File: src/rtl/fetch_ctrl.sv
// Instruction fetch controller: sequences word-aligned requests to instruction
// memory and hands instructions to decode through a registered IF/ID payload.
module fetch_ctrl #(
    parameter logic [31:0] RESET_PC    = 32'h0000_0000,
    parameter int unsigned BOOT_CYCLES = 1
) (
    input  logic        clk,
    input  logic        rst,
    input  logic        stall_i,
    input  logic        redirect_i,
    input  logic [31:0] redirect_pc_i,
    output logic        imem_req_o,
    output logic [31:0] imem_addr_o,
    input  logic        imem_ack_i,
    input  logic [31:0] imem_data_i,
    output logic        if_valid_o,
    output logic [31:0] if_pc_o,
    output logic [31:0] if_instr_o,
    output logic [31:0] pc_o
);

    typedef enum logic [1:0] {
        StBoot  = 2'd0,
        StFetch = 2'd1,
        StHold  = 2'd2
    } state_t;

    localparam logic [3:0] BOOT_INIT = 4'(BOOT_CYCLES);

    state_t      state_q, state_d;
    logic [3:0]  bootCnt_q, bootCnt_d;
    logic [31:0] pc_q, pc_d;
    logic [31:0] addr_q, addr_d;
    logic        discard_q, discard_d;
    logic        ifValid_q, ifValid_d;
    logic [31:0] ifPc_q, ifPc_d;
    logic [31:0] ifInstr_q, ifInstr_d;
    logic        skidValid_q, skidValid_d;
    logic [31:0] skidPc_q, skidPc_d;
    logic [31:0] skidInstr_q, skidInstr_d;

    logic [31:0] redirectTarget;
    logic [31:0] pcPlus4;

    assign redirectTarget = redirect_pc_i & 32'hFFFF_FFFC;
    assign pcPlus4        = pc_q + 32'd4;

    assign imem_req_o  = (state_q == StFetch);
    assign imem_addr_o = addr_q;
    assign if_valid_o  = ifValid_q;
    assign if_pc_o     = ifPc_q;
    assign if_instr_o  = ifInstr_q;
    assign pc_o        = pc_q;

    always_comb begin
        state_d     = state_q;
        bootCnt_d   = bootCnt_q;
        pc_d        = pc_q;
        discard_d   = discard_q;
        ifValid_d   = ifValid_q;
        ifPc_d      = ifPc_q;
        ifInstr_d   = ifInstr_q;
        skidValid_d = skidValid_q;
        skidPc_d    = skidPc_q;
        skidInstr_d = skidInstr_q;

        unique case (state_q)
            StBoot: begin
                if (bootCnt_q == 4'd0) begin
                    state_d = StFetch;
                end else begin
                    bootCnt_d = bootCnt_q - 4'd1;
                end
            end

            StFetch: begin
                // A request is always in flight here, so a redirect without an
                // ack must remember to throw away the stale response.
                if (redirect_i) begin
                    pc_d        = redirectTarget;
                    ifValid_d   = 1'b0;
                    skidValid_d = 1'b0;
                    discard_d   = !imem_ack_i;
                end else begin
                    if (ifValid_q && !stall_i) begin
                        ifValid_d = 1'b0;
                    end
                    if (imem_ack_i) begin
                        if (discard_q) begin
                            discard_d = 1'b0;
                        end else if (!ifValid_q || !stall_i) begin
                            ifValid_d = 1'b1;
                            ifPc_d    = addr_q;
                            ifInstr_d = imem_data_i;
                            pc_d      = pcPlus4;
                        end else begin
                            skidValid_d = 1'b1;
                            skidPc_d    = addr_q;
                            skidInstr_d = imem_data_i;
                            pc_d        = pcPlus4;
                            state_d     = StHold;
                        end
                    end
                end
            end

            StHold: begin
                if (redirect_i) begin
                    pc_d        = redirectTarget;
                    ifValid_d   = 1'b0;
                    skidValid_d = 1'b0;
                    state_d     = StFetch;
                end else if (!stall_i) begin
                    ifValid_d   = skidValid_q;
                    ifPc_d      = skidPc_q;
                    ifInstr_d   = skidInstr_q;
                    skidValid_d = 1'b0;
                    state_d     = StFetch;
                end
            end

            default: begin
                state_d = StBoot;
            end
        endcase
    end

    // The address register only follows pc when no request is waiting for its ack.
    always_comb begin
        addr_d = pc_d;
        if (imem_req_o && !imem_ack_i) begin
            addr_d = addr_q;
        end
    end

    always_ff @(posedge clk or posedge rst) begin
        if (rst) begin
            state_q     <= StBoot;
            bootCnt_q   <= BOOT_INIT;
            pc_q        <= RESET_PC;
            addr_q      <= RESET_PC;
            discard_q   <= 1'b0;
            ifValid_q   <= 1'b0;
            ifPc_q      <= 32'd0;
            ifInstr_q   <= 32'd0;
            skidValid_q <= 1'b0;
            skidPc_q    <= 32'd0;
            skidInstr_q <= 32'd0;
        end else begin
            state_q     <= state_d;
            bootCnt_q   <= bootCnt_d;
            pc_q        <= pc_d;
            addr_q      <= addr_d;
            discard_q   <= discard_d;
            ifValid_q   <= ifValid_d;
            ifPc_q      <= ifPc_d;
            ifInstr_q   <= ifInstr_d;
            skidValid_q <= skidValid_d;
            skidPc_q    <= skidPc_d;
            skidInstr_q <= skidInstr_d;
        end
    end

endmodule

File: config.mk
export PLATFORM = sky130hd
export DESIGN_NAME = fetch_ctrl
export DESIGN_NICKNAME = d
export VERILOG_FILES = /design/src/rtl/fetch_ctrl.sv
export SDC_FILE = /design/constraint.sdc
export NUM_CORES = 1
export LEC_CHECK = 0
export ABC_AREA = 1
export CAP_MARGIN = 20
export CORE_MARGIN = 4
export CORE_UTILIZATION = 56
export DETAILED_ROUTE_END_ITERATION = 16
export GPL_ROUTABILITY_DRIVEN = 1
export PLACE_DENSITY = 0.86
export SYNTH_ARGS = -nofsm -noshare
export SYNTH_HDL_FRONTEND = slang
export SYNTH_SLANG_ARGS = --single-unit
File: constraint.sdc
create_clock -name clk -period 20.5 [get_ports clk]
set_clock_uncertainty 0.05 [all_clocks]
set_input_delay 6.15 -clock clk [delete_from_list [all_inputs] [get_ports clk]]
set_output_delay 6.15 -clock clk [all_outputs]
set_load 0.03 [all_outputs]
Word level (Yosys, flattened, before mapping)

Index checks and enable logic that the tools add are counted.

Register bits after elaboration: 201
Word-level logic and storage cells: 92
Input bits: 69
Output and inout port bits: 130

Bitwise operators: 4
Equality and inequality tests: 14
Muxes and demuxes: 44
Reduce and logical (&&, ||, !) cells: 17
Add/sub/neg operators: 2

Operators with widths:

| cell                                                   | count |
|---|---|
| 2-to-1 mux 32 bit                                      | 16 |
| case mux 32 bit (2 select lines)                       | 3 |
| adder 32 x 3 -> 32 bit (second input constant)         | 1 |
| 2-to-1 mux 1 bit                                       | 15 |
| 2-to-1 mux 2 bit                                       | 7 |
| inequality test 2 bit (second input constant)          | 6 |
| AND reduction 5 bit                                    | 2 |
| inequality test 3 bit (second input constant)          | 3 |
| AND reduction 7 bit                                    | 1 |
| case mux 2 bit (3 select lines)                        | 1 |
| AND reduction 2 bit                                    | 3 |
| AND reduction 6 bit                                    | 1 |
| logical NOT 4 bit                                      | 1 |
| inequality test 2 x 1 -> 1 bit (second input constant) | 2 |
| NOT 1 bit                                              | 4 |
| case mux 1 bit (2 select lines)                        | 2 |
| nonzero test 2 bit                                     | 2 |
| subtractor 4 x 1 -> 4 bit (second input constant)      | 1 |
| logical NOT 1 bit                                      | 3 |
| inequality test 3 x 2 -> 1 bit (second input constant) | 1 |
| == test 2 x 1 -> 1 bit (second input constant)         | 1 |
| == test 2 bit (second input constant)                  | 1 |
| logical AND 1 bit                                      | 2 |
| logical NOT 2 bit                                      | 1 |
| logical OR 1 bit                                       | 1 |

Depth between registers and ports, before layout

Depth after elaboration: 8
Depth in mapped cells: 12
Gate-level depth less buffers: 12

Worst setup path before layout

Ideal clock, no wire load.

Path type: input to register
Start point: input redirect_i
End point: register addr_q[11] (netlist: imem_addr_o[11])
Buffers on the path: 2
Arrival: 7.180 ns
Path slack: 13.152 ns
Stages: 10
Cells stage by stage: buf_2 -> nor2_2 -> buf_6 -> nand2_1 -> nor2_1 -> nand2_1 -> o211ai_1 -> nand2_1 -> nand3_1 -> nand2_1

Longest elaborated chain between the ends: 2
Elaborated cells on any way between the ends: 3
Those cells by class: mux: 3

RTL lines:

| element                                     | RTL line | RTL |
|---|---|---|
| start: declaration                          | 10       | `input logic redirect_i,` |
| 2-to-1 mux 32 bit, on equally long branches | 108, 79  |  |
| case mux 32 bit (2 select lines) *          | 67       | `unique case (state_q)` |
| end signal: assignment                      | 153      | `addr_q <= addr_d;` |
| end: declaration                            | 33       | `logic [31:0] addr_q, addr_d;` |

Every way passes the cells marked *; elsewhere a longest branch is shown, timed or not.
A chain may end at the register's enable or synchronous reset.

Worst setup path in the final report

Start point: input imem_ack_i
End point: register ifPc_q[28] (netlist: if_pc_o[28])

Longest elaborated chain between the ends: 2

RTL lines:

| element                                         | RTL line | RTL |
|---|---|---|
| start: declaration                              | 14       | `input logic imem_ack_i,` |
| inequality test 2 x 1 -> 1 bit (no source line) | --       |  |
| AND reduction 7 bit (no source line)            | --       |  |
| end signal: assignment                          | 156      | `ifPc_q <= ifPc_d;` |
| end: declaration                                | 36       | `logic [31:0] ifPc_q, ifPc_d;` |

Every way passes these cells.

==> metrics.log <==
[metrics] setup violation total in the final timing report: 0
[metrics] portion of netlist area occupied by mux cells: under 10%
[metrics] placeable core region: around 17000 um^2
[metrics] total clock sinks: 201
[metrics] Slew Viols, Final: 0
[metrics] full die area: 19800 um^2
[metrics] most common library cell in the layout ignoring fill and taps: nand2_1
[metrics] Detailed Route WL: about 27000 um
[metrics] net total in the final layout: roughly 1400
[metrics] Adder-Cell Fraction of Synth Area: less than 1%
[metrics] required time at the worst-slack endpoint: approximately 21000 ps
[metrics] post-synthesis cell type count: 40
[metrics] status: complete, no violations
[metrics] Max Cap Violations: 0
[metrics] library cell used as clock root buffer: clkbuf_16
[metrics] antenna violation net count after detailed routing: 0
[metrics] Port Buffer Count: 196
[metrics] Setup Crit Path Kind: input pin to flip-flop
[metrics] initial core utilization: a little under three fifths
[metrics] clock insertion delay at the later pin of the skew report: around 500 ps
[metrics] Syn Inst Count: roughly 1200
[metrics] clk slew on worst S/H paths: ~60 ps
[metrics] Placed Instance Area: roughly 12000 um^2
[metrics] total nets after synthesis: ~1200
[metrics] Fmax achieved: between 0.1 and 0.15 GHz
[metrics] number of instances on the worst hold path: 1
[metrics] CTS buffer count: 21
[metrics] worst-case clock buffer depth: 3
[metrics] worst min-delay path category: flip-flop to flip-flop
[metrics] DP HPWL: between 15000 and 20000 um
[metrics] final worst path period share: between 40% and 50%
[metrics] initial antenna violation count: 1
[metrics] DRT Pass-1 Iters: 8
[metrics] mean number of vias per cell: 5.62
[metrics] share of final-layout standard cells stronger than drive strength 1: about a tenth
[metrics] CP Launch Type: input pin
[metrics] post-CTS setup buffer count: 0
[metrics] worst slack, placed: roughly 11000 ps
[metrics] Data arrival, critical path: a little over 9000 ps
[metrics] pin count of the biggest net entering global routing: about 130
[metrics] transition time of the tightest slew-check pin: 1050 ps
[metrics] Final Hold Vio Count: 0
[metrics] post-DR wirelength/cell: roughly 17 um
[metrics] xor and xnor area share after synthesis: less than 1%
[metrics] Max rail drop VDD: between 0.0001 and 0.00015 V
[metrics] type of destination of the critical path: flip-flop
[metrics] Mean Syn Cell Area: around 8.4 um^2
[metrics] synthesis-to-layout area growth: 27.6%
[metrics] clock tree from TritonCTS: built
[metrics] simple-gate share of the synthesized area: 24.2%
[metrics] commonest cells after routing, fill and taps aside: nand2_1, dfrtp_1, clkdlybuf4s50_1
[metrics] r2r worst-path depth: 9
[metrics] cell area power density: 185 nW/um^2
[metrics] yosys warns: 0
[metrics] final weighted congestion of routability-driven global placement: 0.889
[metrics] number of standard-cell rows in the floorplan: 48
[metrics] Residual DRC: 0
[metrics] minimum clock period after layout: ~8900 ps
[metrics] slack of the critical path: about 12000 ps
[metrics] die extent in x: about 140 um
[metrics] count of routing violations after the opening detailed-route iteration: about 600
[metrics] compound-gate portion of the synthesized area: ~11%
[metrics] static leakage power: 5.77 nW
[metrics] post-synth design cell area: 9870 um^2
[metrics] count of state elements after synthesis: around 200
[metrics] Max-slew headroom: slightly below 30%
[metrics] I/O pin count: 199
[metrics] overall power after layout: approximately 0.0023 W
[metrics] final setup TNS: 0 ps
[metrics] number of levels the H-tree was split into: 1
[metrics] main combinational cell family by area after synthesis: simple AND/OR/NAND/NOR gates
[metrics] setup repair after global routing missed its margin: no
[metrics] number of global-route vias before repair: ~8700
[metrics] total via count in the routed design: 8832
[metrics] hold buffer count at cts: 0
[metrics] Post-Layout Inst Area: ~13000 um^2
[metrics] global-route total usage across every layer: 27.0%
[metrics] number of fill cells in the layout: 1307
[metrics] number of gates resized after cts: 0
[metrics] critical path peak fanout: 96
[metrics] wire length of the first global-routing pass: roughly 44000 um
[metrics] y dimension of the die: 141 um
[metrics] total grt overflow: 0
[metrics] sequential share of the synthesized area: approximately half
## layer usage
| metal | GRT usage [%] | part of all wire [%] | wire (um) |
|---|---|---|---|
| met5 | 0 | 0 | 0 |
| met1 | 36.3 | 42 | 11300 |
| met3 | 3.15 | 6.0 | 1610 |
| met2 | 45.6 | 48 | 13000 |
| met4 | 9.59 | 3.6 | 958 |
## layout make-up
class / count / area, um^2 / area share [%]
Antenna cell: 1 / 2.50 / 0.0199
Clock buffer: 33 / 651 / 5.17
Clock inverter: 2 / 16.3 / 0.129
Inverter: 77 / 297 / 2.36
Multi-Input combinational cell: 828 / 4260 / 33.8
Sequential cell: 201 / 5030 / 40.0
Tap cell: 225 / 282 / 2.24
Timing Repair Buffer: 205 / 2050 / 16.3
## through the flow
| step | std cells | util, % | hold slack (ps) |
|---|---|---|---|
| after floorplan | 1168 | - | 387 |
| after global placement | 1535 | 68.8 | 406 |
| after detailed placement | 1536 | 68.9 | 402 |
| after CTS | 1571 | 72.8 | 420 |
| after global routing | 1572 | 72.8 | 453 |
| final | 1572 | 72.8 | 428 |
## synthesized netlist by cell type (all sizes together)
cell type	instances	area [um^2]
nand2	347	1330
nand4	12	75.1
o211ai	5	37.5
a31oi	67	419
nor3b	1	7.51
o21a	1	7.51
mux2	58	653
ha	6	75.1
clkbuf	24	90.1
xor2	1	8.76
dfrtp	200	5000
o31ai	2	15.0
buf	38	223
nand3	63	325
nand3b	1	7.51
nor2	149	612
o21ai	45	225
a22oi	2	15.0
clkinv	3	11.3
o21bai	3	22.5
nor3	2	15.0
dfstp	1	26.3
or2	3	18.8
a21oi	39	206
inv	74	278
a21o	1	7.51
a21boi	20	150
## final timing paths
| kind | to | from | slack (ps) |
|---|---|---|---|
| min in group asynchronous | if_instr_o[31] | rst | 6140 |
| hold / removal | bootCnt_q[3] | bootCnt_q[3] | 430 |
| setup reg to reg | if_pc_o[28] | state_q[0] | 16830 |
| hold reg to reg | bootCnt_q[3] | bootCnt_q[3] | 430 |
| setup / recovery | if_pc_o[28] | imem_ack_i | 11600 |
| max in group asynchronous | if_instr_o[13] | rst | 12680 |
## logic make-up (layout without fill, tap and decap cells)
logic type      after synthesis  count (layout)
simple gates                578             578
flops                       201             201
compound gates              185             185
buf+inv                     139             317
mux                          58              58
fa+ha+maj                     6               6
xor+xnor                      1               1
other cells                   0               1
## critical path: stages
cell	delay, ps
clkdlybuf4s50_1	570
nand2_2	120
nor2_2	500
nor2_1	180
nor3_4	530
buf_4	820
nor2_1	120
a31oi_1	210
## state kept, by name, indices dropped and copies added, names as in the netlist, 2 cells and up
name	cells
if_instr_o	32
state_q	2
skidInstr_q	32
if_pc_o	32
pc_o	32
imem_addr_o	32
skidPc_q	32
bootCnt_q	4
## where the power goes
group / total [W] / internal (W) / switching [W]
sequential: 0.000732 / 0.000584 / 0.000147
combinational: 0.00123 / 0.000464 / 0.000765
clock: 0.000371 / 0.000217 / 0.000154
No activity file was read; power rests on OpenSTA's default activity.
